--- config.mk ---
export PLATFORM = sky130hd
export DESIGN_NAME = inst_queue
export DESIGN_NICKNAME = d
export VERILOG_FILES = /design/src/rtl/inst_queue.sv
export SDC_FILE = /design/constraint.sdc
export NUM_CORES = 1
export LEC_CHECK = 0
export ABC_AREA = 1
export CAP_MARGIN = 20
export CORE_ASPECT_RATIO = 0.6
export CORE_MARGIN = 5
export CORE_UTILIZATION = 51
export CTS_BUF_LIST = sky130_fd_sc_hd__clkbuf_8
export DETAILED_ROUTE_END_ITERATION = 10
export GPL_TIMING_DRIVEN = 0
export HOLD_SLACK_MARGIN = 0.12
export PLACE_DENSITY = 0.78
export SETUP_SLACK_MARGIN = 0.2
export SLEW_MARGIN = 20
export SYNTH_ARGS = -nofsm -noshare
export SYNTH_HDL_FRONTEND = slang
export SYNTH_SLANG_ARGS = --single-unit
--- constraint.sdc ---
create_clock -name clk -period 4.1 [get_ports clk]
set_clock_uncertainty 0.05 [all_clocks]
set_input_delay 0.82 -clock clk [delete_from_list [all_inputs] [get_ports clk]]
set_output_delay 0.82 -clock clk [all_outputs]
set_load 0.02 [all_outputs]
--- src/rtl/inst_queue.sv ---
// ---------------------------------------------------------------------------
// inst_queue
//   Instruction fetch queue between the I-cache response (fetch) and the
//   decoder. Holds {pc, instruction word} pairs in arrival order and shows
//   the oldest one to the decoder. A flush (branch/jump redirect) drops
//   every buffered entry.
//
// Ports
//   clk        clock, all state changes on the rising edge
//   rst        synchronous active-high reset
//   in_valid   fetch presents an instruction this cycle
//   in_pc      pc of the presented instruction
//   in_data    presented instruction word
//   in_ready   queue can take a push this cycle (depends on state only)
//   out_valid  head entry is valid
//   out_pc     head entry pc (0 when empty)
//   out_data   head entry instruction word (0 when empty)
//   out_ready  decoder consumes the head this cycle
//   flush      discard all entries; takes priority over push and pop
//   count      number of valid entries, 0..DEPTH
// ---------------------------------------------------------------------------
module inst_queue #(
  parameter int DEPTH      = 4,
  parameter int ADDR_WIDTH = 32,
  parameter int DATA_WIDTH = 32
) (
  input  logic                       clk,
  input  logic                       rst,
  input  logic                       in_valid,
  input  logic [ADDR_WIDTH-1:0]      in_pc,
  input  logic [DATA_WIDTH-1:0]      in_data,
  output logic                       in_ready,
  output logic                       out_valid,
  output logic [ADDR_WIDTH-1:0]      out_pc,
  output logic [DATA_WIDTH-1:0]      out_data,
  input  logic                       out_ready,
  input  logic                       flush,
  output logic [$clog2(DEPTH):0]     count
);

  localparam int PTR_W = $clog2(DEPTH);
  localparam int CNT_W = PTR_W + 1;
  localparam logic [CNT_W-1:0] FULL_CNT = CNT_W'(DEPTH);

  logic [PTR_W-1:0] rptr_reg;
  logic [PTR_W-1:0] wptr_reg;
  logic [CNT_W-1:0] cnt_reg;
  logic [PTR_W-1:0] rptr_next;
  logic [PTR_W-1:0] wptr_next;
  logic [CNT_W-1:0] cnt_next;

  // Entry storage. Read asynchronously so a pushed entry is visible on the
  // output the cycle after its push edge without an extra read stage.
  logic [ADDR_WIDTH-1:0] pc_mem   [DEPTH];
  logic [DATA_WIDTH-1:0] data_mem [DEPTH];

  logic push;
  logic pop;

  // Handshakes. in_ready and out_valid come from registered state only, so
  // out_ready/flush never reach in_ready combinationally.
  assign in_ready  = (cnt_reg != FULL_CNT);
  assign out_valid = (cnt_reg != '0);
  assign push      = in_valid  & in_ready  & ~flush;
  assign pop       = out_valid & out_ready & ~flush;
  assign count     = cnt_reg;

  // Head is forced to zero while empty so stale storage never leaks out.
  assign out_pc   = out_valid ? pc_mem[rptr_reg]   : '0;
  assign out_data = out_valid ? data_mem[rptr_reg] : '0;

  // Pointer and occupancy next-state. Pointers wrap naturally because DEPTH
  // is a power of two.
  always_comb begin
    rptr_next = rptr_reg;
    wptr_next = wptr_reg;
    cnt_next  = cnt_reg;
    if (flush) begin
      rptr_next = '0;
      wptr_next = '0;
      cnt_next  = '0;
    end else begin
      if (push) begin
        wptr_next = wptr_reg + PTR_W'(1);
      end
      if (pop) begin
        rptr_next = rptr_reg + PTR_W'(1);
      end
      case ({push, pop})
        2'b10:   cnt_next = cnt_reg + CNT_W'(1);
        2'b01:   cnt_next = cnt_reg - CNT_W'(1);
        default: cnt_next = cnt_reg;
      endcase
    end
  end

  always_ff @(posedge clk) begin
    if (rst) begin
      rptr_reg <= '0;
      wptr_reg <= '0;
      cnt_reg  <= '0;
    end else begin
      rptr_reg <= rptr_next;
      wptr_reg <= wptr_next;
      cnt_reg  <= cnt_next;
    end
  end

  // Per-entry write: pc and data of one push always land in the same slot.
  // Storage is intentionally not reset; cnt alone defines what is valid.
  for (genvar gi = 0; gi < DEPTH; gi++) begin : g_entry
    always_ff @(posedge clk) begin
      if (push && (wptr_reg == PTR_W'(gi))) begin
        pc_mem[gi]   <= in_pc;
        data_mem[gi] <= in_data;
      end
    end
  end

endmodule

==> results.cfg <==
[run_status]
status = finished, final reports clean

[yosys]
seq_area_frac_synth_pct = 75.5
synth_edf_count = 256
synth_cells = 828
syn_avg_cell_area_sq_um = 12.6
yosysUniqueCellTypes = 17
synthesis.area_sq_mm = 0.0104
synth.net_count = 903
synthArstFlopShare_pct = 0
synth_seq_cells = 265
yosysWarningCount = 0
ys.flop_type = edfxtp_1

[worst_setup_path]
r2r_start = count[1]
startpoint_type = register
cp.required_ps = 3230
r2r-end = count[2]
crit_arrival_ps = 2640
worstPathMaxFanout = 10
regToRegSetupSlack_ps = 1900
worstRegToRegCells = 12
worstSetupEndpointType = output port
worst-setup-path-type = register to output port

[final_layout]
ff_latch_area_sq_mm = 0.00787
nNetsFinal = 1092
area_growth_pct = 26.1
fill_cells = 1470
antennaDiodeCount = 0
drive_gt1_share_pct = 9.31
multi_input_area_sq_mm = 0.00220

[timing]
setup_viol = 0
setup_tns_ps = 0
fmax_mhz = 285
rsz0062_at_grt = no
max_slew_margin_pct = 59.3
fin_ws_ps = 594
fin_crit_ps = 3510
tightest_slew_ps = 611
min_period_over_period_pct = 85.5
hold_violations = 0
maxSlewViolCount = 0

[cts]
cts_tree = yes
post_cts_buffers = 0
clk_path_buf_depth = 3
clock_sinks = 265
postCtsHoldBufs = 0
cts-root-buf = clkbuf_8
post_cts_resized = 0
clock_latency_ps = 500
htree_levels = 2
path_clk_slew_ps = 60
numCtsBuffers = 38

[placed_design]
gp_congestion = 0.761
pre_cts_slack_ps = 1000
hpwl_um = 16000
portBuffers = 137

[detailed_routing]
drc = 0
drt_iter0_drc = 725
drt_first_pass_iters = 5
wl_per_cell_um = 18.5
vias = 6928
wirelength_um = 24400
antenna_left = 0
viasPerCell = 5.27

[floorplanning]
rows = 40
die_area_sq_mm = 0.0235
die_x_um = 195
core-area_sq_mm = 0.0200
start_util_pct = 52.0
pin_count = 138
die_h_um = 121

[power]
power.ir.vdd_worst_mv = 0.235
p_leak_nw = 4.53
pwr_density_cell_mw_per_mm2 = 398

[grt]
grt_pass1_vias = 6828
antenna_found_initial = 0
grt_use_total_pct = 20.3
grt_max_degree = 25
grt_pass1_wl_um = 37600
grt_overflow = 0

[min_path]
hold-path-cell-count = 2
hold_start = rptr_reg[1]
worstHoldPathType = register to register

[job]
drv_cap = 0
## metrics by stage
| stage | hold slack [ps] | total power, W | instances | util [%] | instance area, sq um |
|---|---|---|---|---|---|
| 6_report | 457 | 0.00523 | 1315 | 65.6 | 13100 |
| 5_1_grt | 474 | 0.00542 | 1315 | 65.6 | 13100 |
| 4_1_cts | 454 | 0.00527 | 1315 | 65.6 | 13100 |
| 3_5_place_dp | 444 | 0.00342 | 1250 | 62.2 | 12500 |
| 3_3_place_gp | 436 | 0.00341 | 1238 | 60.6 | 12100 |
| 2_1_floorplan | 414 | 0.00322 | 828 | - | 10400 |
## worst max-delay path by stage
stage	startpoint	end	slack, ps	cells past startpoint
floorplan	in_valid	data_mem[0][0]	-290	4
global placement	in_valid	data_mem[3][2]	-2800	5
detailed placement	in_valid	data_mem[3][2]	1000	7
CTS	register	out_data[16]	590	6
global route	register	out_data[22]	420	6
finish	register	out_pc[15]	590	6
## cell families after synthesis
logic type,after synthesis,synth area share [%]
AO/OA/AOI/OAI,198,9.51
adder cells (fa/ha/maj),6,0.793
buffers and inverters,68,3.63
flip-flops,265,75.5
AND/OR/NAND/NOR,291,10.5
## cells in the mapped netlist (9+ instances only)
| master | count | area, sq um |
|---|---|---|
| buf_6 | 12 | 135 |
| a21oi_1 | 69 | 345 |
| o21ai_0 | 119 | 596 |
| buf_2 | 14 | 70.1 |
| o21ai_1 | 10 | 50.1 |
| nand2_1 | 17 | 63.8 |
| inv_1 | 18 | 67.6 |
| nor2_1 | 269 | 1010 |
| dfxtp_1 | 9 | 180 |
| clkbuf_1 | 12 | 45.0 |
| edfxtp_1 | 256 | 7690 |
## worst max-delay path, stage by stage, from the launching register on
cell and delay (ps):
dfxtp_1 350, inv_2 60, buf_4 190, clkbuf_1 410
o21ai_0 170, a21oi_1 280, clkdlybuf4s50_1 670
## where the power goes
group	leakage [nW]	internal, W	total (W)	switching, W
sequential	2.40	0.00301	0.00302	0.00000961
combinational	1.73	0.000154	0.000349	0.000195
clock	0.401	0.000937	0.00186	0.000925
## layout make-up
type / count / share of cell area (%)
flip-flops and latches: 265 / 59.9
multi-input cells: 495 / 16.8
repair buffers: 149 / 12.7
clock buffers: 42 / 4.40
well taps: 273 / 2.60
plain buffers: 47 / 2.28
clock inverters: 23 / 0.715
inverters: 21 / 0.600
## layer usage
layer	up-vias	share of wire [%]	global-route usage, %	wire length, um
met4	0	0.82	4.08	199
met5	-	0	0	0
met2	297	46	31.5	11100
li1	3294	-	-	-
met1	3318	44	30.0	10800
met3	19	9.1	4.62	2220
## cell usage in the layout (no fill, tap or decap), drive strengths merged
master	n
a21oi	69
buf	47
clkbuf	54
clkdlybuf4s50	137
clkinv	10
dfxtp	9
edfxtp	256
fa	1
ha	5
inv	34
nand2	17
nand3	5
nor2	269
o21ai	129
Power figures use the tool's default switching activity.
